### config.mk
export PLATFORM = sky130hd
export DESIGN_NAME = alu_control_seq
export DESIGN_NICKNAME = d
export VERILOG_FILES = /design/src/rtl/alu_ctrl_pkg.sv /design/src/rtl/alu_decode.sv /design/src/rtl/alu_control_seq.sv
export SDC_FILE = /design/constraint.sdc
export NUM_CORES = 1
export LEC_CHECK = 0
export CAP_MARGIN = 20
export CORE_ASPECT_RATIO = 0.6
export CORE_MARGIN = 2
export CORE_UTILIZATION = 30
export CTS_CLUSTER_SIZE = 14
export DETAILED_ROUTE_END_ITERATION = 16
export PLACE_DENSITY_LB_ADDON = 0.08
export SLEW_MARGIN = 25
export SYNTH_ARGS = -nofsm -noshare
export SYNTH_HDL_FRONTEND = slang
export SYNTH_SLANG_ARGS = --single-unit
### constraint.sdc
create_clock -name clk -period 2.6 [get_ports clk]
set_input_delay 0.52 -clock clk [delete_from_list [all_inputs] [get_ports clk]]
set_output_delay 0.52 -clock clk [all_outputs]
set_load 0.01 [all_outputs]
### src/rtl/alu_ctrl_pkg.sv
// Shared encodings for the ALU control sequencer: ALU codes, alu_op classes,
// funct7 patterns, FSM states and the multi-cycle classification helper.
package alu_ctrl_pkg;

    localparam logic [3:0] ALU_AND     = 4'b0000;
    localparam logic [3:0] ALU_OR      = 4'b0001;
    localparam logic [3:0] ALU_ADD     = 4'b0010;
    localparam logic [3:0] ALU_SLL     = 4'b0011;
    localparam logic [3:0] ALU_SRL     = 4'b0100;
    localparam logic [3:0] ALU_SRA     = 4'b0101;
    localparam logic [3:0] ALU_SUB     = 4'b0110;
    localparam logic [3:0] ALU_SLT     = 4'b0111;
    localparam logic [3:0] ALU_SLTU    = 4'b1000;
    localparam logic [3:0] ALU_MUL     = 4'b1001;
    localparam logic [3:0] ALU_DIV     = 4'b1010;
    localparam logic [3:0] ALU_DIVU    = 4'b1011;
    localparam logic [3:0] ALU_XOR     = 4'b1100;
    localparam logic [3:0] ALU_REM     = 4'b1101;
    localparam logic [3:0] ALU_REMU    = 4'b1110;
    localparam logic [3:0] ALU_INVALID = 4'b1111;

    localparam logic [1:0] OP_MEM    = 2'b00;
    localparam logic [1:0] OP_BRANCH = 2'b01;
    localparam logic [1:0] OP_RTYPE  = 2'b10;
    localparam logic [1:0] OP_ITYPE  = 2'b11;

    localparam logic [6:0] F7_BASE   = 7'b0000000;
    localparam logic [6:0] F7_ALT    = 7'b0100000;
    localparam logic [6:0] F7_MULDIV = 7'b0000001;

    typedef enum logic [1:0] {
        ST_IDLE = 2'b00,
        ST_WAIT = 2'b01,
        ST_OUT  = 2'b10
    } state_t;

    function automatic logic is_multi(input logic [3:0] code);
        return code inside {ALU_MUL, ALU_DIV, ALU_DIVU, ALU_REM, ALU_REMU};
    endfunction

endpackage

### src/rtl/alu_decode.sv
// Combinational decode of alu_op/funct3/funct7 into a 4-bit ALU control code,
// with RV32M support selectable by EN_M.
module alu_decode
    import alu_ctrl_pkg::*;
#(
    parameter bit EN_M = 1'b1
) (
    input  logic [1:0] alu_op,
    input  logic [2:0] funct3,
    input  logic [6:0] funct7,
    output logic [3:0] code,
    output logic       multi_cycle,
    output logic       illegal
);

    always_comb begin
        code = ALU_INVALID;
        case (alu_op)
            OP_MEM:    code = ALU_ADD;
            OP_BRANCH: code = ALU_SUB;
            OP_RTYPE: begin
                if (funct7 == F7_BASE) begin
                    case (funct3)
                        3'b000:  code = ALU_ADD;
                        3'b001:  code = ALU_SLL;
                        3'b010:  code = ALU_SLT;
                        3'b011:  code = ALU_SLTU;
                        3'b100:  code = ALU_XOR;
                        3'b101:  code = ALU_SRL;
                        3'b110:  code = ALU_OR;
                        default: code = ALU_AND;
                    endcase
                end else if (funct7 == F7_ALT) begin
                    if (funct3 == 3'b000)      code = ALU_SUB;
                    else if (funct3 == 3'b101) code = ALU_SRA;
                end else if (EN_M && funct7 == F7_MULDIV) begin
                    // MULH/MULHSU/MULHU are not supported by the MDU behind us.
                    case (funct3)
                        3'b000:  code = ALU_MUL;
                        3'b100:  code = ALU_DIV;
                        3'b101:  code = ALU_DIVU;
                        3'b110:  code = ALU_REM;
                        3'b111:  code = ALU_REMU;
                        default: code = ALU_INVALID;
                    endcase
                end
            end
            default: begin
                case (funct3)
                    3'b000:  code = ALU_ADD;
                    3'b010:  code = ALU_SLT;
                    3'b011:  code = ALU_SLTU;
                    3'b100:  code = ALU_XOR;
                    3'b110:  code = ALU_OR;
                    3'b111:  code = ALU_AND;
                    3'b001:  if (funct7 == F7_BASE) code = ALU_SLL;
                    default: begin
                        if (funct7 == F7_BASE)     code = ALU_SRL;
                        else if (funct7 == F7_ALT) code = ALU_SRA;
                    end
                endcase
            end
        endcase
        illegal     = (code == ALU_INVALID);
        multi_cycle = is_multi(code);
    end

endmodule

### src/rtl/alu_control_seq.sv
// ALU control sequencer: registers the decoded code on a valid/ready accept and
// holds it through a latency countdown for multi-cycle MUL/DIV operations.
module alu_control_seq
    import alu_ctrl_pkg::*;
#(
    parameter int MUL_LAT = 4,
    parameter int DIV_LAT = 32,
    parameter bit EN_M    = 1'b1,
    parameter int CNT_W   = 6
) (
    input  logic       clk,
    input  logic       rst,
    input  logic       in_valid,
    output logic       in_ready,
    input  logic [1:0] alu_op,
    input  logic [2:0] funct3,
    input  logic [6:0] funct7,
    output logic       out_valid,
    input  logic       out_ready,
    output logic [3:0] alu_ctrl,
    output logic       multi_cycle,
    output logic       illegal,
    output logic       busy
);

    localparam logic [CNT_W-1:0] MUL_LOAD = CNT_W'(MUL_LAT - 1);
    localparam logic [CNT_W-1:0] DIV_LOAD = CNT_W'(DIV_LAT - 1);
    localparam bit               MUL_ONE  = (MUL_LAT == 1);
    localparam bit               DIV_ONE  = (DIV_LAT == 1);

    state_t           state, state_next;
    logic [CNT_W-1:0] cnt, cnt_next;
    logic [3:0]       dec_code;
    logic             dec_multi, dec_illegal;
    logic             accept;
    logic             dec_is_mul;

    alu_decode #(.EN_M(EN_M)) u_decode (
        .alu_op      (alu_op),
        .funct3      (funct3),
        .funct7      (funct7),
        .code        (dec_code),
        .multi_cycle (dec_multi),
        .illegal     (dec_illegal)
    );

    assign in_ready   = !rst && ((state == ST_IDLE) || (state == ST_OUT && out_ready));
    assign accept     = in_valid && in_ready;
    assign out_valid  = (state == ST_OUT);
    assign busy       = (state == ST_WAIT);
    assign dec_is_mul = (dec_code == ALU_MUL);

    // An accepted multi-cycle op with latency above one counts down in WAIT;
    // everything else lands directly in OUT on the next cycle.
    always_comb begin
        state_next = state;
        cnt_next   = cnt;
        case (state)
            ST_IDLE, ST_OUT: begin
                if (accept) begin
                    if (dec_multi && !(dec_is_mul ? MUL_ONE : DIV_ONE)) begin
                        state_next = ST_WAIT;
                        cnt_next   = dec_is_mul ? MUL_LOAD : DIV_LOAD;
                    end else begin
                        state_next = ST_OUT;
                    end
                end else if (state == ST_OUT && out_ready) begin
                    state_next = ST_IDLE;
                end
            end
            ST_WAIT: begin
                cnt_next = cnt - CNT_W'(1);
                if (cnt == CNT_W'(1)) state_next = ST_OUT;
            end
            default: state_next = ST_IDLE;
        endcase
    end

    always_ff @(posedge clk) begin
        if (rst) begin
            state       <= ST_IDLE;
            cnt         <= '0;
            alu_ctrl    <= ALU_INVALID;
            multi_cycle <= 1'b0;
            illegal     <= 1'b0;
        end else begin
            state <= state_next;
            cnt   <= cnt_next;
            if (accept) begin
                alu_ctrl    <= dec_code;
                multi_cycle <= dec_multi;
                illegal     <= dec_illegal;
            end
        end
    end

endmodule

* Word-level counts from Yosys, hierarchy flattened
Cells that the tools add are included.
Word-level totals: output and inout port bits 9, register bits after elaboration 14, word-level logic and storage cells 65
Operators by class: mux-type cells 21, reduce and logical (&&, ||, !) cells 14, add/subtract/negate cells 1, equality and inequality tests 24
Operators by type and width (number):
- $pmux 4 s7 | 2
- $mux 4 | 8
- $eq 4x4->1 const B | 6
- $pmux 3 s5 | 1
- $eq 3x3->1 const B | 4
- $mux 6 | 2
- $pmux 4 s3 | 1
- $pmux 6 s2 | 1
- $mux 2 | 4
- $eq 7x1->1 const B | 1
- $eq 7x6->1 const B | 1
- $logic_not 7->1 | 1
- $eq 3x2->1 const B | 2
- $eq 6x1->1 const B | 1
- $sub 6x1->6 const B | 1
- $mux 5 | 1
- $reduce_bool 5->1 | 1
- $eq 2x1->1 const B | 2
- $eq 2x2->1 const B | 2
- $logic_not 2->1 | 2
- $ne 2x2->1 const B | 2
- $pmux 2 s2 | 1
- $eq 3x1->1 const B | 1
- $logic_and 1x1->1 | 3
- 9 further kinds | 9

* Logic depth before layout (Yosys ltp)
Gate-level depths: netlist (run 1).
depth after elaboration 11, mapped depth 9, depth with buffers taken out 7

* Hierarchy
Synthesis (run 1) repeated with hierarchy kept, for this count alone.
Second synthesis, totals: cell total of the unflattened synthesis 141, area, all modules 1093.5 µm²
By module, submodules not included:
- alu_control_seq | seq. area each 280.3 µm², instances 1, cells an instance 88, area an instance 716.9 µm²
- alu_decode | seq. area each 0.0 µm², instances 1, cells an instance 53, area an instance 376.6 µm²

* Worst setup path before layout (run 1)
Ideal clock, no wire load.
path type input to register, start point input port funct7[5], end point register cnt[5], slack 0.374 ns, arrival 2.110 ns, stages on the path 9, setup time 0.117 ns, data required time 2.483 ns, buffers on the path 2, cells stage by stage buf_6 -> or3b_1 -> a211o_1 -> a21oi_1 -> or3_1 -> nor3_1 -> a211o_1 -> buf_6 -> a22o_1
On the way: longest elaborated chain between the ends 9, elaborated cells on any way between the ends 19, those cells by class eq/ne: 8; mux: 8; reduce/logical: 3
Ends and longest elaborated chain:
- start: declaration | line alu_control_seq.sv:17 | input logic [6:0] funct7,
- $eq 7x6->1 or $eq 7x1->1 (tied branches) | line alu_decode.sv:33, alu_decode.sv:59, alu_decode.sv:36
- $mux 4, on equally long branches | line alu_decode.sv:59, alu_decode.sv:36
- $mux 4, on equally long branches | line alu_decode.sv:58, alu_decode.sv:33
- $pmux 4 s7 or $mux 4 (tied branches) | line alu_decode.sv:49, alu_decode.sv:22
- $pmux 4 s3 * | line alu_decode.sv:18 | case (alu_op)
- $eq 4x4->1 | line alu_ctrl_pkg.sv:38 | return code inside {ALU_MUL, ALU_DIV, ALU_DIVU, ALU_REM, ALU_REMU};
- $reduce_bool 5->1 * | line alu_ctrl_pkg.sv:38
- $ne 2x2->1 (no line) *
- $reduce_and 3->1 (no line) *
- end signal: assignment | line alu_control_seq.sv:88 | cnt <= cnt_next;
- end: declaration | line alu_control_seq.sv:32 | logic [CNT_W-1:0] cnt, cnt_next;
Mark *: on every way between the ends. The rest lies on a longest branch, timed or not. A chain may end at the register's enable or synchronous reset.

* Worst setup path after layout (run 1)
start point input port funct3[0], end point register cnt[5]
On the way: longest elaborated chain between the ends 10, elaborated cells on any way between the ends 25, those cells by class eq/ne: 13; mux: 9; reduce/logical: 3
Ends and longest elaborated chain:
- start: declaration | line alu_control_seq.sv:16 | input logic [2:0] funct3,
- $eq 3x3->1, or another cell as far along | line alu_decode.sv:38, alu_decode.sv:49
- $pmux 3 s5 or $mux 4 (tied branches) | line alu_decode.sv:38, alu_decode.sv:35
- $mux 4, on equally long branches | line alu_decode.sv:36, alu_decode.sv:34
- $mux 4 | line alu_decode.sv:33 | end else if (funct7 == F7_ALT) begin
- $mux 4 | line alu_decode.sv:22 | if (funct7 == F7_BASE) begin
- $pmux 4 s3 * | line alu_decode.sv:18
- $eq 4x4->1 | line alu_ctrl_pkg.sv:38
- $reduce_bool 5->1 * | line alu_ctrl_pkg.sv:38
- $ne 2x2->1 (no line) *
- $reduce_and 3->1 (no line) *
Marked as above.

==> summary.md, run 1 <==
- **unrepaired setup endpoints after global routing** no
- **Max Root-Sink Buffers** 2
- **post-synth design cell area** 0.00106 mm^2
- **largest net degree at the start of global routing** 15
- **routed length per placed instance** 12.7 um
- **worst vdd ir** 0.000288 V
- **commonest non-fill, non-tap cell in the layout** sky130_fd_sc_hd__buf_4
- **Sink Count** 14
- **portion of the clock cycle consumed by the worst path in the final layout** 0.947
- **status** completed
- **Power Total** 0.664 mW
- **footprint of the multi-input gates** 694 um^2
- **Antenna Cells** 0
- **Final Net Count** 197
- **per-instance average area after synthesis** 7.76 um^2
- **fraction of the yosys area taken by sequential cells** 0.265
- **TritonCTS Buffers** 3
- **Tightest Pin Transition** 0.373 ns
- **number of levels in the clock H-tree** 1
- **arrival time at the worst endpoint** 2.60 ns
- **CTS root buf** sky130_fd_sc_hd__clkbuf_8
- **min Tclk post-route** 2.46 ns
- **placeable core area** 0.00330 mm^2
- **floorplan die area** 0.00403 mm^2
- **total routed wirelength** 2830 um
- **area share of the leading cell type in the synthesized netlist** 0.265
- **Fill cells** 339
- **LEAKAGE** 0.612 nW
- **path class of the lowest-slack min-delay path** reg2reg
- **placer congestion estimate** 0.870
- **number of max-slew violations in the final report** 0
- **commonest cells after routing, fill and taps aside** 23 x sky130_fd_sc_hd__buf_4, 22 x sky130_fd_sc_hd__clkdlybuf4s50_1, 14 x sky130_fd_sc_hd__dfxtp_1, 13 x sky130_fd_sc_hd__nor2_1, 11 x sky130_fd_sc_hd__o21ai_0
- **routed via count divided by cell count** 5.02
- **post-CTS setup buffer count** 0
- **CTS tree** built
- **clock edge transition at the registers on the reported setup and hold paths** 0.06 ns
- **Sequential Area** 280 um^2
- **CP Capture Type** flip-flop
- **number of enable-type register cells in the synthesized netlist** 0
- **post-synthesis instance total** 136
- **highest fanout seen on the critical path** 9
- **cell row count** 16
- **max frequency** 406 MHz
- **Overflow after GRT** 0
- **power density over the cells** 434 mW/mm^2
- **maxcap violations** 0
- **internal reg-to-reg setup slack** 0.66 ns
- **library cell with the largest summed area after synthesis** sky130_fd_sc_hd__dfxtp_1
- **fraction of final layout cells with drive strength greater than 1** 0.197
- **Critical Path Start Type** input pin
- **number of warnings issued by yosys** 0
- **final setup slack of the worst path** 0.137 ns
- **top post-synthesis cells by area** sky130_fd_sc_hd__dfxtp_1 27%, sky130_fd_sc_hd__nor3_1 5.2%, sky130_fd_sc_hd__o21ai_0 5.2%
- **Post-Place Setup Slack** -0.263 ns
- **number of DRC markers in iteration 0** 89
- **DRC violation count after routing** 0
- **kind of critical path** in2reg
- **number of global-route vias before repair** 1072
- **Worst EP required** 2.74 ns
- **leading register cell type out of synthesis** sky130_fd_sc_hd__dfxtp_1
- **x dimension of the die** 80.6 um
- **wire length of the first global-routing pass** 4980 um
- **Synth async-reset ratio** 0
- **Worst slew margin** 0.749
- **total of flip-flops plus latches after synthesis** 14
- **number of vias after detailed routing** 1119
- **total routing resource utilization after global routing** 0.159
- **later-pin clock latency in the skew report** 0.24 ns
- **final number of setup-violating endpoints** 0
- **Synth cell types** 44
- **detailed-placement wirelength estimate** 2240 um
- **post-detailed-route count of antenna-violating nets** 0
- **number of nets produced by synthesis** 154
- **number of placed I/O pins** 25
- **synthesis-to-layout area growth** 44.9%
- **count of TritonRoute iterations in the first routing pass** 4
- **final worst clock skew** 0.00131 ns
- **endpoints failing hold** 0
- **initial core utilization** 0.320
- **chip height** 50.0 um
- **quantity of I/O buffers inserted on ports** 24
- **initial antenna violation count** 0
## Yosys cell counts (4+ instances only)
master / number
sky130_fd_sc_hd__dfxtp_1: 14
sky130_fd_sc_hd__nor2_1: 14
sky130_fd_sc_hd__nor3_1: 11
sky130_fd_sc_hd__o21ai_0: 11
sky130_fd_sc_hd__nand2_1: 9
sky130_fd_sc_hd__a21oi_1: 6
sky130_fd_sc_hd__inv_1: 6
sky130_fd_sc_hd__nand3_1: 4
sky130_fd_sc_hd__nor2b_1: 4
## what timing repair did
action / 4_1_cts / 5_1_grt
pin swaps: 0 / 1
hold buffers: 0 / 0
resized for setup: 1 / 4
endpoints found under the setup margin: 1 / 6
## layout make-up
| cell class | count | area share |
|---|---|---|
| Timing Repair Buffer | 47 | 0.273 |
| Multi-Input combinational cell | 106 | 0.454 |
| Inverter | 7 | 0.0172 |
| Clock buffer | 4 | 0.0360 |
| Tap cell | 45 | 0.0368 |
| Sequential cell | 14 | 0.183 |
## power by group
part           switching, mW  internal (mW)
Sequential            0.0123          0.232
Clock                 0.0776          0.134
Combinational         0.0967          0.112
## worst max-delay path: stages
cell and delay (ns):
sky130_fd_sc_hd__clkdlybuf4s50_1 0.53, sky130_fd_sc_hd__buf_4 0.22, sky130_fd_sc_hd__a22o_1 0.20, sky130_fd_sc_hd__o31a_1 0.29
sky130_fd_sc_hd__o22ai_2 0.15, sky130_fd_sc_hd__nor3_1 0.09, sky130_fd_sc_hd__a211o_2 0.38, sky130_fd_sc_hd__a22o_1 0.22
## flip-flops by register name (all words and copies together) (netlist names)
register / count
multi_cycle: 1
illegal: 1
cnt: 6
state: 2
alu_ctrl: 4
## per-stage QoR
stage | hold WS, ns | instance area [um^2] | util | instances | TNS, ns
after CTS | 0.478 | 1520 | 0.459 | 223 | 0
after detailed placement | 0.464 | 1460 | 0.442 | 219 | -2.08
final | 0.482 | 1530 | 0.463 | 223 | 0
after global placement | 0.467 | 1460 | 0.442 | 219 | -1.45
after global routing | 0.498 | 1530 | 0.463 | 223 | 0
after floorplan | 0.481 | 1060 | - | 136 | 0
## path summary, 6_finish.rpt
check,from,cells past startpoint,endpoint
worst max register to register,state[1]$_SDFFE_PP0P_,6,cnt[5]$_SDFFE_PP0P_
worst max-delay path,funct3[0],8,cnt[5]$_SDFFE_PP0P_
worst min register to register,multi_cycle$_SDFFE_PP0P_,2,multi_cycle$_SDFFE_PP0P_
worst min-delay path,multi_cycle$_SDFFE_PP0P_,2,multi_cycle$_SDFFE_PP0P_
## cells by family after synthesis
| logic type | share of synthesized area |
|---|---|
| compound gates | 0.288 |
| xor+xnor | 0.0249 |
| fa+ha+maj | 0.0237 |
| buf+inv | 0.0853 |
| flops | 0.265 |
| mux | 0.0190 |
| simple gates | 0.294 |
## metal layers
metal	wire [um]	vias to the layer above	GRT usage
li1	-	583	-
met1	1650	498	0.254
met2	985	36	0.206
met3	190	2	0.0458
met4	4	0	0.0254
met5	0	-	0
No activity file was read; power rests on OpenSTA's default activity.
==> run 2, diff against run 1 <==
- CORE_MARGIN: 2 -> default
- TNS_END_PERCENT: default -> 30
==> run 2 against run 1 <==
Compared with the run above:
- register-to-register slack improved by 0.03 ns
- via count is 2.1% higher
- combinational power barely moved
- first-iteration DRC count grew 30%
- sequential share of layout area about the same
- non-clock buffer count did not move
- setup slack worse by 0.085 ns
- total power grew 0.47%
- critical path type unchanged
- critical endpoint unchanged
- largest cell class unchanged
==> summary.md, run 2 (synthesis results as in run 1) <==
- **footprint of the multi-input gates** 689 um^2, -0.72%
- **power density over the cells** 437 mW/mm^2, +0.72%
- **status** completed
- **portion of the clock cycle consumed by the worst path in the final layout** 0.980, +0.0328
- **fraction of final layout cells with drive strength greater than 1** 0.191, -0.00562
- **initial core utilization** 0.320, unchanged
- **number of vias after detailed routing** 1143, +2.1%
- **top flop regs** cnt x6, alu_ctrl x4, state x2
- **LEAKAGE** 0.603 nW, -1.5%
- **count of TritonRoute iterations in the first routing pass** 4, unchanged
- **total routing resource utilization after global routing** 0.164, +0.00541
- **number of max-slew violations in the final report** 0, unchanged
- **post-layout utilization of the core** 0.462, -0.00114
- **Largest register FFs** 6, unchanged
- **cell with the largest stage delay on the worst path** sky130_fd_sc_hd__clkdlybuf4s50_1
- **endpoints failing hold** 0, unchanged
- **detailed-placement wirelength estimate** 2320 um, +3.3%
- **placeable core area** 0.00330 mm^2, unchanged
- **Max stage delay on crit path** 0.57 ns, +0.04 ns
- **later-pin clock latency in the skew report** 0.25 ns, about the same
- **Antenna Cells** 0, unchanged
- **final number of setup-violating endpoints** 0, unchanged
- **highest fanout seen on the critical path** 9, unchanged
- **Worst EP required** 2.74 ns, about the same
- **synthesis-to-layout area growth** 44.5%
- **commonest non-fill, non-tap cell in the layout** sky130_fd_sc_hd__clkdlybuf4s50_1
- **CTS root buf** sky130_fd_sc_hd__clkbuf_8
- **cell-by-cell listing of the critical path** clkdlybuf4s50_1 > buf_4 > a22o_1 > o31a_1 > o22ai_2 > nor3_1 > a211o_2 > a22o_1
- **Largest Register** cnt
- **path class of the lowest-slack min-delay path** reg2reg
- **Tightest Pin Transition** 0.349 ns, -0.0240 ns
- **initial antenna violation count** 0, unchanged
- **Overflow after GRT** 0, unchanged
- **maxcap violations** 0, unchanged
- **clock edge transition at the registers on the reported setup and hold paths** 0.06 ns, about the same
- **Fill cells** 328, -3.2%
- **number of global-route vias before repair** 952, -11%
- **CTS tree** built
- **post-detailed-route count of antenna-violating nets** 0, unchanged
- **Finished Layout Cells** 223, unchanged
- **largest net degree at the start of global routing** 15, unchanged
- **total routed wirelength** 2990 um, +5.6%
- **number of DRC markers in iteration 0** 116, +30%
- **number of placed I/O pins** 25, unchanged
- **post-CTS setup buffer count** 0, unchanged
- **cell row count** 16, unchanged
- **count of cells resized by post-cts repair** 1, unchanged
- **max frequency** 392 MHz, -3.3%
- **quantity of I/O buffers inserted on ports** 24, unchanged
- **final worst clock skew** 0.00188 ns, +0.000574 ns
- **min Tclk post-route** 2.55 ns, +0.0852 ns
- **Sequential Area** 280 um^2, unchanged
- **number of levels in the clock H-tree** 1, unchanged
- **chip height** 48.0 um, -4.0%
- **Final Net Count** 197, unchanged
- **worst hold margin** 0.465 ns, -0.0171 ns
- **sum of negative setup slack** 0 ns, unchanged
- **floorplan die area** 0.00377 mm^2, -6.4%
- **routed length per placed instance** 13.4 um, +5.6%
- **placer congestion estimate** 0.838, -3.7%
- **Power Total** 0.668 mW, +0.47%
- **library cell appearing most often on the critical path** sky130_fd_sc_hd__a22o_1
- **Sink Count** 14, unchanged
- **routed via count divided by cell count** 5.13, +2.1%
- **x dimension of the die** 78.6 um, -2.5%
- **CP Capture Type** flip-flop
- **Critical Path Start Type** input pin
- **DRC violation count after routing** 0, unchanged
- **wire length of the first global-routing pass** 4600 um, -7.6%
- **number of placed instances, taps included** 219, unchanged
- **worst vdd ir** 0.000249 V, -14%
- **arrival time at the worst endpoint** 2.69 ns, +0.09 ns
- **CTS Hold Buffers Added** 0, unchanged
- **Max Root-Sink Buffers** 2, unchanged
- **Worst slew margin** 0.766, +0.0170
- **commonest cells after routing, fill and taps aside** 23 x sky130_fd_sc_hd__clkdlybuf4s50_1, 22 x sky130_fd_sc_hd__buf_4, 14 x sky130_fd_sc_hd__dfxtp_1, 13 x sky130_fd_sc_hd__nor2_1
- **TritonCTS Buffers** 3, unchanged
- **kind of critical path** in2reg
[run 2: changes by cell type in the layout (fill, tap and decap cells not counted)]
cell	previous run	this run
sky130_fd_sc_hd__dlymetal6s2s_1	2	1
sky130_fd_sc_hd__buf_4	23	22
sky130_fd_sc_hd__nor3_2	1	0
sky130_fd_sc_hd__clkdlybuf4s50_1	22	23
sky130_fd_sc_hd__nor3_1	10	11
sky130_fd_sc_hd__buf_6	0	1
[run 2: path summary, 6_finish.rpt]
path / startpoint / to / slack (ns) / cells past startpoint
worst min register to register: multi_cycle$_SDFFE_PP0P_ / multi_cycle$_SDFFE_PP0P_ / 0.47 / 2
worst min-delay path: multi_cycle$_SDFFE_PP0P_ / multi_cycle$_SDFFE_PP0P_ / 0.47 / 2
worst max register to register: state[1]$_SDFFE_PP0P_ / cnt[5]$_SDFFE_PP0P_ / 0.69 / 6
worst max-delay path: funct3[0] / cnt[5]$_SDFFE_PP0P_ / 0.05 / 8
[run 2: final cells by class]
cell class,instances,share of cell area
multi-input cells,106,0.452
repair buffers,47,0.275
clock buffers,4,0.0361
well taps,45,0.0369
flip-flops and latches,14,0.184
inverters,7,0.0172
[run 2: power by group]
part	internal (mW)	switching, mW
Combinational	0.112	0.0978
Clock	0.134	0.0789
Sequential	0.232	0.0127
Total	0.478	0.189
[run 2: worst max-delay path, delay by kind of cell]
| family | cells | cell delay [ns] |
|---|---|---|
| AO/OA/AOI/OAI | 5 | 1.26 |
| AND/OR/NAND/NOR | 1 | 0.09 |
| buffers and inverters | 2 | 0.80 |
[run 2: stage by stage]
stage / instance area, um^2 / worst slack (ns)
after floorplan: 1060 / 0.374
after global placement: 1460 / -0.225
after detailed placement: 1460 / -0.266
after CTS: 1520 / 0.0818
after global routing: 1530 / -0.0126
final: 1530 / 0.0520
[run 2: layer usage]
metal  global-route usage  vias up  wire, um
met4               0.0111        0         0
met5                    0        -         0
met1                0.259      522      1670
met3               0.0495        0       231
li1                     -      582         -
met2                0.216       39      1090
